### src/rtl/matrix_add_engine.sv
// Element-wise C = A + B streaming engine: LANES scratchpad elements per cycle,
// with one lane datapath instance per scratchpad port lane.

module matrix_add_lane #(
   parameter int LANE   = 0,
   parameter int ADDR_W = 8,
   parameter int WORD_W = 32
) (
   input  logic              run,
   input  logic [31:0]       idx,
   input  logic [31:0]       length,
   input  logic [31:0]       base_a,
   input  logic [31:0]       base_b,
   input  logic [31:0]       base_c,
   input  logic [WORD_W-1:0] rdata_a,
   input  logic [WORD_W-1:0] rdata_b,
   output logic [ADDR_W-1:0] raddr_a,
   output logic [ADDR_W-1:0] raddr_b,
   output logic [ADDR_W-1:0] waddr,
   output logic [WORD_W-1:0] wdata,
   output logic              wen
);
   logic [31:0] e;
   logic        active;

   // Addresses are formed at 32 bits and truncated, so regions wrap at the scratchpad end.
   always_comb begin
      e       = idx + 32'(LANE);
      active  = run && (e < length);
      raddr_a = active ? ADDR_W'(base_a + e) : '0;
      raddr_b = active ? ADDR_W'(base_b + e) : '0;
      waddr   = active ? ADDR_W'(base_c + e) : '0;
      wdata   = active ? rdata_a + rdata_b : '0;
      wen     = active;
   end
endmodule

module matrix_add_engine #(
   parameter int LANES     = 4,
   parameter int MEM_DEPTH = 256,
   parameter int WORD_W    = 32,
   localparam int ADDR_W   = $clog2(MEM_DEPTH)
) (
   input  logic                          clk,
   input  logic                          rst,
   input  logic                          start,
   input  logic [31:0]                   baseA,
   input  logic [31:0]                   baseB,
   input  logic [31:0]                   baseC,
   input  logic [31:0]                   length,
   output logic                          busy,
   output logic                          done,
   output logic [LANES-1:0][ADDR_W-1:0]  mem_raddrA,
   output logic [LANES-1:0][ADDR_W-1:0]  mem_raddrB,
   input  logic [LANES-1:0][WORD_W-1:0]  mem_rdataA,
   input  logic [LANES-1:0][WORD_W-1:0]  mem_rdataB,
   output logic [LANES-1:0]              mem_wen,
   output logic [LANES-1:0][ADDR_W-1:0]  mem_waddr,
   output logic [LANES-1:0][WORD_W-1:0]  mem_wdata
);
   typedef enum logic [1:0] {IDLE, RUN, DONE} state_t;

   state_t      state;
   logic [31:0] idx, base_a, base_b, base_c, len_q;
   logic [32:0] next_idx;

   // One bit wider so the end-of-run compare cannot be fooled by idx wrap.
   assign next_idx = {1'b0, idx} + 33'(LANES);

   always_ff @(posedge clk) begin
      if (rst) begin
         state  <= IDLE;
         idx    <= '0;
         busy   <= 1'b0;
         done   <= 1'b0;
         base_a <= '0;
         base_b <= '0;
         base_c <= '0;
         len_q  <= '0;
      end else begin
         case (state)
            IDLE: if (start) begin
               base_a <= baseA;
               base_b <= baseB;
               base_c <= baseC;
               len_q  <= length;
               idx    <= '0;
               if (length != 0) begin
                  state <= RUN;
                  busy  <= 1'b1;
               end else begin
                  state <= DONE;
                  done  <= 1'b1;
               end
            end
            RUN: begin
               idx <= next_idx[31:0];
               if (next_idx >= {1'b0, len_q}) begin
                  state <= DONE;
                  busy  <= 1'b0;
                  done  <= 1'b1;
               end
            end
            DONE: begin
               done  <= 1'b0;
               state <= IDLE;
            end
            default: state <= IDLE;
         endcase
      end
   end

   for (genvar l = 0; l < LANES; l++) begin : g_lane
      matrix_add_lane #(.LANE(l), .ADDR_W(ADDR_W), .WORD_W(WORD_W)) u_lane (
         .run     (state == RUN),
         .idx     (idx),
         .length  (len_q),
         .base_a  (base_a),
         .base_b  (base_b),
         .base_c  (base_c),
         .rdata_a (mem_rdataA[l]),
         .rdata_b (mem_rdataB[l]),
         .raddr_a (mem_raddrA[l]),
         .raddr_b (mem_raddrB[l]),
         .waddr   (mem_waddr[l]),
         .wdata   (mem_wdata[l]),
         .wen     (mem_wen[l])
      );
   end
endmodule

### config.mk
export PLATFORM = sky130hd
export DESIGN_NAME = matrix_add_engine
export DESIGN_NICKNAME = d
export VERILOG_FILES = /design/src/rtl/matrix_add_engine.sv
export SDC_FILE = /design/constraint.sdc
export NUM_CORES = 1
export LEC_CHECK = 0
export BUFFER_PORTS_ARGS = -buffer_cell sky130_fd_sc_hd__buf_2
export CORE_AREA = 2 2 237 239
export DETAILED_ROUTE_END_ITERATION = 10
export DIE_AREA = 0 0 239 241
export PLACE_DENSITY = 0.51
export SLEW_MARGIN = 40
export SYNTH_ARGS = -nofsm -noshare
export SYNTH_HDL_FRONTEND = slang
export SYNTH_SLANG_ARGS = --single-unit
### constraint.sdc
create_clock -name clk -period 5.2 [get_ports clk]
set_input_delay 0.26 -clock clk [delete_from_list [all_inputs] [get_ports clk]]
set_output_delay 0.26 -clock clk [all_outputs]
set_load 0.01 [all_outputs]
==> metrics.yaml <==
max_freq_mhz: 213
p_sw_share_pct: 54.4
critPathMaxStageDelay_ns: 0.65
grt_first_pass_wirelength_mm: 101
netlist_area_mm2: 0.0162
status: "finished, final reports clean"
wl_per_cell_um: 19.7
ys_seq_elements: 90
intPower_mw: 2.71
path_clk_slew_ns: 0.07
synthArstFlopShare_pct: 0
die-area_mm2: 0.0576
synth_edf_count: 0
maxSlewViolCount: 0
netlist.area_leader.share_pct: 22.6
avgViaCountPerCell: 5.27
crit_slowest_cell: "o31ai_4"
cts_resized: 0
path_class: "flop to output pin"
postCtsSetupBuffers: 0
pin_count: 617
tightest_slew_ns: 0.720
max-cap-violations: 0
slew_headroom_pct: 50.8
hold_path.class: "input port to flop"
grt_pass1_vias: 17400
setup_tns_ns: 0
cts.sinks: 90
period_needed_ns: 4.71
grt.total_usage_pct: 22.5
overflow: 0
rsz0062_at_grt: "false"
ys_warn_count: 0
yosysUniqueCellTypes: 77
dp.cells: 3423
p_leak_nw: 10.2
cts_tree: "yes"
synth_fp_nets: 2971
synth-main-ff-cell: "dfxtp_1"
htree_levels: 3
synth_area_leaders: "ha_1, dfxtp_1, a21oi_1"
grt_max_degree: 92
worst-path-max-fanout: 13
ys_seq_area_share_pct: 11.1
synthCells: 2285
route.detailed.drc: 0
postCtsHoldBufs: 0
seqPwrFrac_pct: 14.5
syn_to_final_growth_pct: 22.2
core_area_mm2: 0.0549
rows: 86
clk_path_buf_depth: 2
dp_hpwl_mm: 57.1
p_switching_mw: 3.22
fin_crit_sh_pct: 90.5
fin_nets: 3416
path_cells: "buf_4 > inv_1 > ha_1 > nor4b_1 > o21ai_0 > a21oi_1 > o21ai_0 > a21oi_1 > nand4b_1 > a31oi_1 > o31ai_4 > inv_1 > and2_1 > buf_2"
rr_worst_depth: 17
drive_above_1_share_pct: 22.6
combPwrFrac_pct: 74.3
final_antenna_net_count: 0
synth.avg_cell_area_um2: 7.08
p_clk_share_pct: 11.1
start_util_pct: 29.5
cts_root_buffer: "clkbuf_16"
clk_latency_ns: 0.36
crit_required_ns: 4.94
die_w_um: 239
min_delay_path_depth: 3
portBuffers: 544
p_per_area_mw_per_mm2: 300
fin_skew_ns: 0.0112
cp.arrival_ns: 4.45
wirelength_mm: 67.9
startpoint_type: "flop"
whs_ns: 0.138
yosysTopAreaCell: "ha_1"
critPathCaptureType: "output pin"
drtPass1Iterations: 5
setup_viol: 0
num_vias: 18100
initialDrtViolationCount: 981
hold_viol: 0
reg2reg_slack_ns: 0.79
antenna_found_initial: 8
cts_buffers: 9
die_h_um: 241
gp_congestion: 0.942
peakVddDrop_mv: 0.156
fin_cells: 3445
worst max-delay path: cells and delay by family, from the launching register on:
| family | cells | cell delay (ns) |
|---|---|---|
| AOI/OAI and AO/OA | 6 | 1.45 |
| DFF | 1 | 0.33 |
| and+or+nand+nor | 3 | 0.77 |
| buffers and inverters | 4 | 1.14 |
| adders and majority gates | 1 | 0.38 |
area by class of cell:
cell class                 count  area (µm²)
timing repair buffer         563        2880
sequential                    90        1800
tap                          704         881
inverter                      87         327
clock inverter                 4        33.8
antenna                        6        15.0
multi-input combinational   1979       13600
fill                        5974       35100
clock buffer                  12         256
stage by stage:
step / total power [mW] / cell area (µm²) / worst slack [ns] / utilization (%)
after floorplan: 3.49 / 16200 / 1.20 / -
after global placement: 5.26 / 19500 / 0.893 / 35.5
after detailed placement: 5.29 / 19500 / 0.864 / 35.5
after CTS: 5.98 / 19800 / 0.468 / 36.0
after global routing: 6.40 / 19800 / 0.208 / 36.0
final: 5.93 / 19800 / 0.494 / 36.0
cells in the mapped netlist (5+ instances only):
cell type and count:
a2111oi_0 7, a211o_1 6, a211oi_1 14, a21o_1 133
a21oi_1 245, a22oi_1 19, a31o_2 8, a31oi_1 13
a41oi_1 5, and2_1 19, and3_1 23, and4_1 6
buf_1 5, clkbuf_1 116, dfxtp_1 90, fa_1 7
ha_1 292, inv_1 87, nand2_1 219, nand2b_1 24
nand3_1 41, nand4_1 32, nor2_1 301, nor2b_1 48
nor3_1 54, nor3b_1 5, nor4_1 11, o2111ai_1 8
o211ai_1 9, o21a_1 20, o21ai_0 100, o21bai_1 20
o31ai_1 12, or2_2 15, or3_1 10, xnor2_1 114
xor2_1 77
routing by layer:
layer / vias up / GRT usage (%) / routed length [µm]
met1: 8541 / 27.5 / 28900
li1: 9028 / - / -
met3: 89 / 3.49 / 3630
met2: 487 / 40.1 / 33400
met5: - / 0 / 27
met4: 4 / 7.16 / 1990
path summary, 6_finish.rpt:
check / start / endpoint
worst max-delay path: idx[2]$_SDFFE_PP0P_ / mem_waddr[2]
worst min-delay path: baseA[6] / base_a[6]$_SDFFE_PP0P_
worst max register to register: idx[3]$_SDFFE_PP0P_ / done$_SDFFE_PP0P_
worst min register to register: len_q[12]$_SDFFE_PP0P_ / len_q[12]$_SDFFE_PP0P_
flip-flops by register name, summed over array words and instances (netlist names):
name,count
done,1
len_q,32
idx,30
state,2
base_c,8
base_a,8
busy,1
base_b,8
power groups by stage:
stage | Clock [mW] | Sequential, mW | Combinational (mW)
global route | 0.707 | 0.874 | 4.82
detailed placement | 0 | 0.877 | 4.41
CTS | 0.688 | 0.861 | 4.43
finish | 0.661 | 0.861 | 4.41
floorplan | 0 | 0.859 | 2.63
global placement | 0 | 0.874 | 4.38
cell usage in the layout, fill, tap and decap left out, types with 40 or more instances in the layout:
master	netlist	layout
a21o_1	133	133
a21oi_1	245	245
buf_2	4	543
dfxtp_1	90	90
ha_1	292	292
inv_1	87	87
nand2_1	219	218
nand3_1	41	40
nor2_1	301	301
nor2b_1	48	47
nor3_1	54	54
o21ai_0	100	100
xnor2_1	114	114
xor2_1	77	77
logic make-up after synthesis:
family	synth area share, %
simple gates	23.3
mux	0.0619
buf+inv	5.13
xor+xnor	10.3
fa+ha+maj	23.4
compound gates	26.6
flops	11.1
No activity file was read; power rests on OpenSTA's default activity.
